[config.mk]
export PLATFORM = sky130hd
export DESIGN_NAME = m_port
export DESIGN_NICKNAME = d
export VERILOG_FILES = /design/src/rtl/bus_pkg.sv /design/src/rtl/bus_serializer.sv /design/src/rtl/m_port.sv
export SDC_FILE = /design/constraint.sdc
export NUM_CORES = 1
export LEC_CHECK = 0
export ABC_CLOCK_PERIOD_IN_PS = 1900
export CORE_UTILIZATION = 52
export CTS_BUF_LIST = sky130_fd_sc_hd__clkbuf_4 sky130_fd_sc_hd__clkbuf_8
export DETAILED_ROUTE_END_ITERATION = 10
export DONT_BUFFER_PORTS = 1
export HOLD_SLACK_MARGIN = 0.05
export PLACE_DENSITY_LB_ADDON = 0.1
export SYNTH_ARGS = -nofsm -noshare
export SYNTH_HDL_FRONTEND = slang
export SYNTH_HIERARCHICAL = 1
export SYNTH_SLANG_ARGS = --single-unit
[constraint.sdc]
create_clock -name clk -period 1.9 [get_ports clk]
set_input_delay 0.38 -clock clk [delete_from_list [all_inputs] [get_ports clk]]
set_output_delay 0.38 -clock clk [all_outputs]
set_load 0.02 [all_outputs]
[src/rtl/bus_pkg.sv]
// bus_pkg: types and constants shared by the serial-bus ports (m_port, s_port).
//   m_port_state_t  : master-port FSM state encoding
//   BUS_ADDR_WIDTH  : default serialized address width
//   BUS_DATA_WIDTH  : default serialized data width
//   SER_W           : width of the shared serializer shift register
//   MODE_ADDR/DATA  : bus_mode encodings
//   RW_WRITE/READ   : bus_rw / m_rw encodings
package bus_pkg;
  localparam int BUS_ADDR_WIDTH = 16;
  localparam int BUS_DATA_WIDTH = 8;
  localparam int SER_W          = 16;

  localparam logic MODE_ADDR = 1'b0;
  localparam logic MODE_DATA = 1'b1;
  localparam logic RW_WRITE  = 1'b1;
  localparam logic RW_READ   = 1'b0;

  typedef enum logic [2:0] {
    ST_IDLE, ST_REQ, ST_ADDR, ST_GAP, ST_WDATA, ST_WAIT_ACK, ST_RDATA, ST_DONE
  } m_port_state_t;
endpackage

[src/rtl/bus_serializer.sv]
// bus_serializer: loadable LSB-first PISO with a bit counter.
//   clk, rst_n  : clock, async active-low reset
//   i_load      : load i_data and the phase length (wins over i_shift)
//   i_data      : parallel word to serialize
//   i_len_m1    : number of bits in the phase minus one
//   i_shift     : advance one bit
//   o_bit       : current serial bit (register LSB)
//   o_last      : current bit is the last of the phase
module bus_serializer
  import bus_pkg::*;
(
  input  logic             clk,
  input  logic             rst_n,
  input  logic             i_load,
  input  logic [SER_W-1:0] i_data,
  input  logic [4:0]       i_len_m1,
  input  logic             i_shift,
  output logic             o_bit,
  output logic             o_last
);
  logic [SER_W-1:0] r_sr;
  logic [4:0]       r_cnt;
  logic [4:0]       r_len_m1;

  always_ff @(posedge clk or negedge rst_n) begin
    if (!rst_n) begin
      r_sr     <= '0;
      r_cnt    <= '0;
      r_len_m1 <= '0;
    end else if (i_load) begin
      r_sr     <= i_data;
      r_cnt    <= '0;
      r_len_m1 <= i_len_m1;
    end else if (i_shift) begin
      r_sr <= {1'b0, r_sr[SER_W-1:1]};
      // Counter parks on the last index so an extra shift never overruns.
      if (!o_last) r_cnt <= r_cnt + 5'd1;
    end
  end

  assign o_bit  = r_sr[0];
  assign o_last = (r_cnt == r_len_m1);
endmodule

[src/rtl/m_port.sv]
// m_port: master-side serial bus port. Accepts one parallel read/write,
// requests the bus, shifts address (and write data) out LSB-first, collects
// 8 read bits from the slave, and pulses m_done on completion.
//   master side : m_req/m_rw/m_addr/m_wdata in; m_ready/m_rdata/m_done/m_err out
//   bus side    : bus_req/bus_rw/bus_data_out/bus_data_out_valid/bus_mode out;
//                 bus_grant/bus_s_ready/bus_s_ack/bus_data_in/bus_data_in_valid in
// Optional: define M_PORT_TIMEOUT_EN to add an ACK_TIMEOUT-cycle watchdog in
// WAIT_ACK/RDATA that completes with m_err; otherwise m_err is tied to 0.
module m_port
  import bus_pkg::*;
#(
  parameter int ADDR_WIDTH  = BUS_ADDR_WIDTH,
  parameter int DATA_WIDTH  = BUS_DATA_WIDTH,
  parameter int ACK_TIMEOUT = 256
) (
  input  logic                  clk,
  input  logic                  rst_n,
  input  logic                  m_req,
  input  logic                  m_rw,
  input  logic [ADDR_WIDTH-1:0] m_addr,
  input  logic [DATA_WIDTH-1:0] m_wdata,
  output logic                  m_ready,
  output logic [DATA_WIDTH-1:0] m_rdata,
  output logic                  m_done,
  output logic                  m_err,
  output logic                  bus_req,
  input  logic                  bus_grant,
  input  logic                  bus_s_ready,
  input  logic                  bus_s_ack,
  output logic                  bus_rw,
  output logic                  bus_data_out,
  output logic                  bus_data_out_valid,
  output logic                  bus_mode,
  input  logic                  bus_data_in,
  input  logic                  bus_data_in_valid
);
  localparam int RXW = $clog2(DATA_WIDTH);

  m_port_state_t         r_state;
  logic                  r_ready, r_done, r_req, r_rw, r_valid, r_mode;
  logic [DATA_WIDTH-1:0] r_rdata, r_wdata, r_rx, w_rx_next;
  logic [4:0]            r_rx_cnt;
  logic                  r_rx_full, r_ack_seen;
  logic                  w_ser_load, w_ser_shift, w_ser_bit, w_ser_last;
  logic [SER_W-1:0]      w_ser_data;
  logic [4:0]            w_ser_len_m1;
  logic                  w_rx_take, w_rx_all, w_ack_any, w_timeout;

  // Address is loaded at accept; write data is loaded on the last address bit
  // so it is ready when WDATA starts.
  assign w_ser_load   = (r_state == ST_IDLE && m_req) || (r_state == ST_ADDR && w_ser_last);
  assign w_ser_data   = (r_state == ST_IDLE) ? SER_W'(m_addr) : SER_W'(r_wdata);
  assign w_ser_len_m1 = (r_state == ST_IDLE) ? 5'(ADDR_WIDTH-1) : 5'(DATA_WIDTH-1);
  assign w_ser_shift  = (r_state == ST_ADDR) || (r_state == ST_WDATA);

  bus_serializer u_ser (
    .clk      (clk),
    .rst_n    (rst_n),
    .i_load   (w_ser_load),
    .i_data   (w_ser_data),
    .i_len_m1 (w_ser_len_m1),
    .i_shift  (w_ser_shift),
    .o_bit    (w_ser_bit),
    .o_last   (w_ser_last)
  );

  // Read deserializer: the word including this cycle's bit, so completion can
  // publish it in the same edge that captures the 8th bit.
  assign w_rx_take = bus_data_in_valid && !r_rx_full;
  always_comb begin
    w_rx_next = r_rx;
    if (w_rx_take) w_rx_next[r_rx_cnt[RXW-1:0]] = bus_data_in;
  end
  assign w_rx_all  = r_rx_full || (w_rx_take && r_rx_cnt == 5'(DATA_WIDTH-1));
  assign w_ack_any = r_ack_seen || bus_s_ack;

`ifdef M_PORT_TIMEOUT_EN
  localparam int TOW = $clog2(ACK_TIMEOUT) + 1;
  logic [TOW-1:0] r_to_cnt;
  logic           r_err;
  always_ff @(posedge clk or negedge rst_n) begin
    if (!rst_n)                                        r_to_cnt <= '0;
    else if (r_state == ST_WAIT_ACK || r_state == ST_RDATA) r_to_cnt <= r_to_cnt + TOW'(1);
    else                                               r_to_cnt <= '0;
  end
  assign w_timeout = (r_to_cnt == TOW'(ACK_TIMEOUT-1));
  assign m_err     = r_err;
`else
  // Watchdog absent: constant-false, keeps ACK_TIMEOUT referenced.
  assign w_timeout = (ACK_TIMEOUT < 0);
  assign m_err     = 1'b0;
`endif

  always_ff @(posedge clk or negedge rst_n) begin
    if (!rst_n) begin
      r_state    <= ST_IDLE;
      r_ready    <= 1'b1;
      r_done     <= 1'b0;
      r_req      <= 1'b0;
      r_rw       <= RW_READ;
      r_valid    <= 1'b0;
      r_mode     <= MODE_ADDR;
      r_rdata    <= '0;
      r_wdata    <= '0;
      r_rx       <= '0;
      r_rx_cnt   <= '0;
      r_rx_full  <= 1'b0;
      r_ack_seen <= 1'b0;
`ifdef M_PORT_TIMEOUT_EN
      r_err      <= 1'b0;
`endif
    end else begin
      r_done <= 1'b0;
`ifdef M_PORT_TIMEOUT_EN
      r_err  <= 1'b0;
`endif
      case (r_state)
        ST_IDLE: if (m_req) begin
          r_state    <= ST_REQ;
          r_ready    <= 1'b0;
          r_req      <= 1'b1;
          r_rw       <= m_rw;
          r_wdata    <= m_wdata;
          r_rx_cnt   <= '0;
          r_rx_full  <= 1'b0;
          r_ack_seen <= 1'b0;
        end
        ST_REQ: if (bus_grant && bus_s_ready) begin
          r_state <= ST_ADDR;
          r_valid <= 1'b1;
          r_mode  <= MODE_ADDR;
        end
        ST_ADDR: if (w_ser_last) begin
          r_state <= ST_GAP;
          r_valid <= 1'b0;
        end
        ST_GAP: begin
          r_mode <= MODE_DATA;
          if (r_rw == RW_WRITE) begin
            r_state <= ST_WDATA;
            r_valid <= 1'b1;
          end else begin
            r_state <= ST_RDATA;
          end
        end
        ST_WDATA: if (w_ser_last) begin
          r_state <= ST_WAIT_ACK;
          r_valid <= 1'b0;
        end
        ST_WAIT_ACK: if (bus_s_ack || w_timeout) begin
          r_state <= ST_DONE;
          r_done  <= 1'b1;
`ifdef M_PORT_TIMEOUT_EN
          r_err   <= !bus_s_ack;
`endif
        end
        ST_RDATA: begin
          r_rx <= w_rx_next;
          if (w_rx_take) begin
            if (r_rx_cnt == 5'(DATA_WIDTH-1)) r_rx_full <= 1'b1;
            else                              r_rx_cnt  <= r_rx_cnt + 5'd1;
          end
          if (bus_s_ack) r_ack_seen <= 1'b1;
          if (w_rx_all && w_ack_any) begin
            r_state <= ST_DONE;
            r_done  <= 1'b1;
            r_rdata <= w_rx_next;
          end else if (w_timeout) begin
            r_state <= ST_DONE;
            r_done  <= 1'b1;
`ifdef M_PORT_TIMEOUT_EN
            r_err   <= 1'b1;
`endif
          end
        end
        ST_DONE: begin
          r_state <= ST_IDLE;
          r_ready <= 1'b1;
          r_req   <= 1'b0;
          r_rw    <= RW_READ;
          r_mode  <= MODE_ADDR;
        end
        default: r_state <= ST_IDLE;
      endcase
    end
  end

  assign m_ready            = r_ready;
  assign m_rdata            = r_rdata;
  assign m_done             = r_done;
  assign bus_req            = r_req;
  assign bus_rw             = r_rw;
  assign bus_data_out_valid = r_valid;
  assign bus_mode           = r_mode;
  assign bus_data_out       = r_valid & w_ser_bit;
endmodule
==> key figures, run 1 <==
Run status
  – Status: complete, but fails checks
  – Violated checks: negative hold slack, negative setup slack

Setup path
  – Critical path depth: 8
  – Critical Path RT: 2.12 ns
  – CP Launch Type: flop
  – Cell family with most CP delay: simple AND/OR/NAND/NOR gates
  – Worst EP arrival: 2.13 ns
  – Reg2Reg Capture Point: u_ser/r_cnt[0]
  – Worst Path Buf+Inv: 1
  – Worst setup EP type: flop
  – CP Cell Sequence: xor2_1, nor3_2, and2_4, mux2i_4, nor3_4, buf_6, nor2b_1, mux2_4
  – CP max FO: 8
  – R2r startpoint: u_ser/r_cnt[2]
  – CP Class: flop to flop
  – Delay of the slowest critical-path stage: 0.42 ns
  – Crit-path slowest cell: dfrtp_2
  – FF-to-FF path depth: 8
  – R2R setup slack: -0.007 ns

STA
  – Fin Clk Skew: 0.0112 ns
  – Final Hold Vio Count: 66
  – Final Max Tran Viols: 0
  – WHS: -0.276 ns
  – RSZ-0062 raised after global routing: yes
  – Finish-stage setup viols: 4
  – Crit share post-route: 1.00
  – Minimum clock period: 1.91 ns
  – Setup WS post-layout: -0.00676 ns
  – Max frequency: 524 MHz

Logic synthesis
  – Synth warn: 6
  – Asr flop ratio synth: 1.00
  – Synthesis-stage register bit count: 66
  – Cell count after synthesis: 323
  – Cell taking the most area after synthesis: dfrtp_1
  – Register area share after synthesis: 0.476
  – Count leader, synth: dfrtp_1
  – Most instantiated cells after synthesis: 65 x dfrtp_1, 44 x mux2_2, 32 x nand2_1
  – Synth Area per Inst: 10.8 um^2
  – Top cells by area, synth: dfrtp_1 47%, mux2_2 14%, mux2i_1 5.5%
  – Top FF cell, synth: dfrtp_1
  – Post-synth top area share: 0.468
  – Yosys cell types: 46
  – Synthesized cell area: 3470 um^2
  – Number of synthesized flops with an enable pin: 0

GRT
  – GR Layer Usage met3: 0.0445
  – Grt met2 use: 0.314
  – Congestion Overflow GR: 0
  – Most used routing layer: met2
  – Largest net degree at the start of global routing: 67
  – GRT Util Overall: 0.192
  – Grt met1 use: 0.241
  – First-pass GRT wire length: 10,600 um
  – Initial antenna violation count: 0
  – Vias in the first global route: 2,341

Clock tree
  – Root Buffer Master: clkbuf_8
  – Total CTS buffers: 9
  – Register clock-pin slew on the reported worst setup and hold paths: 0.08 ns
  – Skew-Pair Late Insertion Delay: 0.34 ns
  – H-tree lvl count: 3
  – TritonCTS clock tree: done
  – Clk buf depth: 2
  – CTS Sinks: 66

Finish
  – Area Growth Syn to Fin: 13.8%
  – N_diodes: 0
  – Finished Core Util: 0.619
  – Design area: 3950 um^2
  – # nets final: 379
  – # fillers: 541
  – Final cell count without fillers: 426
  – Layout cells sized above 1: 0.327

Floorplan
  – Top Ports: 49
  – Starting Density: 0.544
  – Die W: 83.7 um
  – Die area: 7010 um^2
  – Rows: 29
  – Die height: 83.7 um
  – Core area: 6390 um^2

Drt
  – DRT iter0 DRCs: 98
  – Post-DRT Antenna Nets: 0
  – DR pass1 iterations: 4
  – Vias per cell: 5.46
  – Routed len/inst: 15.0 um
  – DRC Markers: 0
  – Via count: 2,327
  – Post-Route WL: 6410 um

Placement
  – Placed insts: 401
  – Port bufs: 0
  – Area after DPL: 3640 um^2
  – Placer congestion estimate: 0.737
  – Post-DP HPWL: 4050 um
  – Pre-CTS setup slack: 0.0151 ns

Job
  – Max Cap Viol: 0

Min path
  – Worst hold-check path type: input port to async pin

Pwr
  – PwrDens: 1640 nW/um^2
  – Pleak: 1.78 nW
  – Worst vdd ir: 0.814 mV
## report_power, final
group | switching [mW] | internal [mW]
clock network | 0.542 | 0.558
logic | 1.35 | 1.56
registers | 0.491 | 1.97
## state kept, by name (all words and copies together), names as in the netlist, 3 cells and up
register	count
u_ser/r_sr	16
r_state	3
r_rx	8
r_rx_cnt	5
u_ser/r_cnt	5
u_ser/r_len_m1	5
m_rdata	8
r_wdata	8
## stage by stage
stage	TNS, ns	total power, mW	hold slack (ns)
finish	-0.0143	6.47	-0.276
global route	-0.958	6.95	-0.305
CTS	-0.0190	6.28	-0.290
detailed placement	0	5.15	0.0864
global placement	0	5.08	0.0862
floorplan	-0.0981	4.56	0.0844
## cell type report
| class | instances | area (um^2) | area share |
|---|---|---|---|
| multi-input combinational | 237 | 1770 | 0.448 |
| sequential | 66 | 1660 | 0.419 |
| timing repair buffer | 27 | 235 | 0.0595 |
| clock buffer | 12 | 159 | 0.0402 |
| tap | 77 | 96.3 | 0.0244 |
| clock inverter | 4 | 26.3 | 0.00665 |
| inverter | 3 | 11.3 | 0.00285 |
## layout by cell type (no fill, tap or decap), types with 4 or more instances in the layout
cell | netlist | layout
nand3_1 | 9 | 9
mux2i_1 | 19 | 18
nand2b_1 | 8 | 8
o21ai_0 | 25 | 18
xor2_1 | 5 | 5
mux2_4 | 2 | 6
conb_1 | 2 | 5
dfrtp_1 | 65 | 63
a21oi_1 | 11 | 11
o31ai_1 | 4 | 4
mux2_2 | 44 | 43
clkbuf_8 | 0 | 11
buf_4 | 2 | 22
nor2b_1 | 6 | 4
o21ai_1 | 0 | 7
nor2_1 | 20 | 19
nand2_1 | 32 | 31
and2_1 | 11 | 10
## per-layer routing
| layer | wire [um] | share of wire |
|---|---|---|
| met2 | 3130 | 0.49 |
| met3 | 194 | 0.030 |
| met4 | 102 | 0.016 |
| met5 | 0 | 0 |
| met1 | 2980 | 0.46 |
## kinds of logic after synthesis
logic type,Yosys count,share of synthesized area
buffers and inverters,23,0.0339
multiplexers,68,0.216
AND/OR/NAND/NOR,105,0.163
XOR/XNOR,7,0.0177
flip-flops,66,0.476
adder cells (fa/ha/maj),2,0.00720
other,2,0.00216
AO/OA/AOI/OAI,50,0.0847
## how the worst max path moves through the flow
stage	from	endpoint	slack, ns
after floorplan	u_ser/r_cnt[3]	u_ser/r_len_m1[3]	-0.04
after global placement	u_ser/r_cnt[3]	u_ser/r_len_m1[3]	0.05
after detailed placement	u_ser/r_cnt[3]	u_ser/r_len_m1[3]	0.02
after CTS	u_ser/r_cnt[3]	u_ser/r_len_m1[3]	-0.01
after global routing	u_ser/r_len_m1[4]	u_ser/r_cnt[0]	-0.07
final	u_ser/r_cnt[2]	u_ser/r_cnt[0]	-0.007
## timing repair
item                                    in CTS  in global routing
hold endpoints to repair                    66                 66
pin swaps                                    0                  2
endpoints found under the setup margin       2                 20
gates cloned                                 0                  1
gates resized for setup                      0                 23
setup buffers                                0                  8
No activity file was read; power rests on OpenSTA's default activity.
==> inputs of run 2 (changes only) <==
--- a/config.mk
+++ b/config.mk
@@ -11,7 +11,7 @@
 export DETAILED_ROUTE_END_ITERATION = 10
 export DONT_BUFFER_PORTS = 1
 export HOLD_SLACK_MARGIN = 0.05
-export PLACE_DENSITY_LB_ADDON = 0.1
+export PLACE_DENSITY = 0.81
 export SYNTH_ARGS = -nofsm -noshare
 export SYNTH_HDL_FRONTEND = slang
 export SYNTH_HIERARCHICAL = 1
==> run 2 against run 1 <==
Compared with the run above: the run still ends with negative hold slack, negative setup slack left; utilization shrank 0.41 points; clock skew shrank 0.0030 ns; sequential share of layout area grew 0.22 points; worst setup slack lost 0.14 ns; first-iteration DRC count grew 2.0%; maximum frequency shrank 6.9%; routed wire length shrank 1.9%; clock power shrank 7%; power shrank 0.79%; non-clock buffer count grew 1; sequential power is essentially flat; critical path type unchanged; largest cell class unchanged; largest power group unchanged.
==> key figures, run 2 (synthesis gave the netlist of run 1 again) <==
Run status
  – Status: complete, but fails checks
  – Violated checks: negative hold slack, negative setup slack

Floorplan
  – Starting Density: 0.544
  – Die height: 83.7 um
  – Die area: 7010 um^2
  – Die W: 83.7 um
  – Top Ports: 49
  – Core area: 6390 um^2
  – Rows: 29

Finish
  – Layout cells sized above 1: 0.323
  – Most frequent cells in the layout: 65 x dfrtp_1, 44 x mux2_2, 32 x nand2_1, 25 x o21ai_0, 24 x buf_4
  – N_diodes: 0
  – Area Growth Syn to Fin: 13.1%
  – Finished Core Util: 0.615
  – Design area: 3930 um^2
  – # nets final: 380
  – Largest Register: u_ser/r_sr
  – Commonest non-fill, non-tap cell in the layout: dfrtp_1
  – Max reg flops: 16

STA
  – Final Hold Vio Count: 66
  – Max frequency: 488 MHz
  – RSZ-0062 raised after global routing: yes
  – Finish-stage setup viols: 19
  – Fin Clk Skew: 0.00829 ns
  – WHS: -0.278 ns
  – Setup WS post-layout: -0.148 ns
  – Final Max Tran Viols: 0
  – Crit share post-route: 1.08
  – Minimum clock period: 2.05 ns

GRT
  – GRT Util Overall: 0.188
  – Largest net degree at the start of global routing: 67
  – Vias in the first global route: 2,363
  – Initial antenna violation count: 0
  – First-pass GRT wire length: 10,600 um
  – Congestion Overflow GR: 0

Clock tree
  – Root Buffer Master: clkbuf_8
  – Skew-Pair Late Insertion Delay: 0.34 ns
  – H-tree lvl count: 3
  – Register clock-pin slew on the reported worst setup and hold paths: 0.08 ns
  – Total CTS buffers: 9
  – Clk buf depth: 2
  – CTS Sinks: 66
  – TritonCTS clock tree: done

Setup path
  – Worst EP arrival: 2.27 ns
  – Worst setup EP type: flop
  – CP Launch Type: flop
  – Setup crit start: u_ser/r_cnt[2]
  – R2R setup slack: -0.15 ns
  – R2r startpoint: u_ser/r_cnt[2]
  – Critical Path RT: 2.12 ns
  – CP max FO: 5
  – CP Class: flop to flop

Drt
  – Post-DRT Antenna Nets: 0
  – Post-Route WL: 6290 um
  – DRT iter0 DRCs: 100
  – DR pass1 iterations: 4
  – Via count: 2,375
  – Routed len/inst: 14.7 um
  – Vias per cell: 5.56
  – DRC Markers: 0

Min path
  – Worst hold-check path type: input port to async pin

Pwr
  – PwrDens: 1630 nW/um^2
  – Worst vdd ir: 0.850 mV
  – Pwr Total: 6.41 mW
  – Pleak: 1.78 nW

Placement
  – Placer congestion estimate: 0.765
  – Post-DP HPWL: 4160 um
  – Pre-CTS setup slack: -0.0413 ns
  – Port bufs: 0
  – Area after DPL: 3620 um^2

Job
  – Max Cap Viol: 0
[run 2: cell type report]
cell class / count / area [um^2]
Fill cell: 497 / 2460
Multi-Input combinational cell: 237 / 1750
Sequential cell: 66 / 1650
Timing Repair Buffer: 28 / 246
Clock buffer: 9 / 124
Tap cell: 77 / 96.3
Clock inverter: 7 / 45.0
Inverter: 3 / 11.3
[run 2: final timing paths]
check / depth (start not counted) / to
hold / removal: 0 / r_ack_seen
min in group clk: 1 / r_ack_seen
setup / recovery: 9 / u_ser/r_cnt[3]
setup reg to reg: 9 / u_ser/r_cnt[3]
hold reg to reg: 1 / r_rx_cnt[4]
max in group asynchronous: 0 / m_ready
[run 2: per-stage QoR]
step	instances	TNS (ns)
after floorplan	326	-0.0981
after global placement	400	0
after detailed placement	400	-0.232
after CTS	416	0
after global routing	427	-2.80
final	427	-1.57
[run 2: worst max-delay path: stages, from the launching register on]
cell     delay (ns)
dfrtp_1        0.43
xor2_1         0.18
nor3_2         0.21
and2_4         0.19
mux2i_2        0.07
nor3_2         0.22
buf_4          0.17
buf_8          0.12
nor2b_1        0.06
mux2_4         0.27
[run 2: per-layer routing]
metal  vias up  share of wire  global-route usage
met5         -              0                   0
met4         0          0.021              0.0817
met3        14          0.044              0.0445
met2        62           0.50               0.316
met1      1141           0.43               0.231
li1       1158              -                   -
[run 2: timing repair]
action,in CTS,in global routing
pin swaps,0,5
buffers inserted,0,9
cloned,0,2
setup endpoints to repair,15,24
endpoints found under the hold margin,66,66
resized for setup,2,13
[run 2: report_power, final]
| group | internal [mW] | total, mW | switching (mW) | leakage, nW |
|---|---|---|---|---|
| registers | 1.97 | 2.46 | 0.496 | 0.853 |
| clock network | 0.470 | 1.02 | 0.554 | 0.0891 |
| logic | 1.56 | 2.93 | 1.37 | 0.835 |
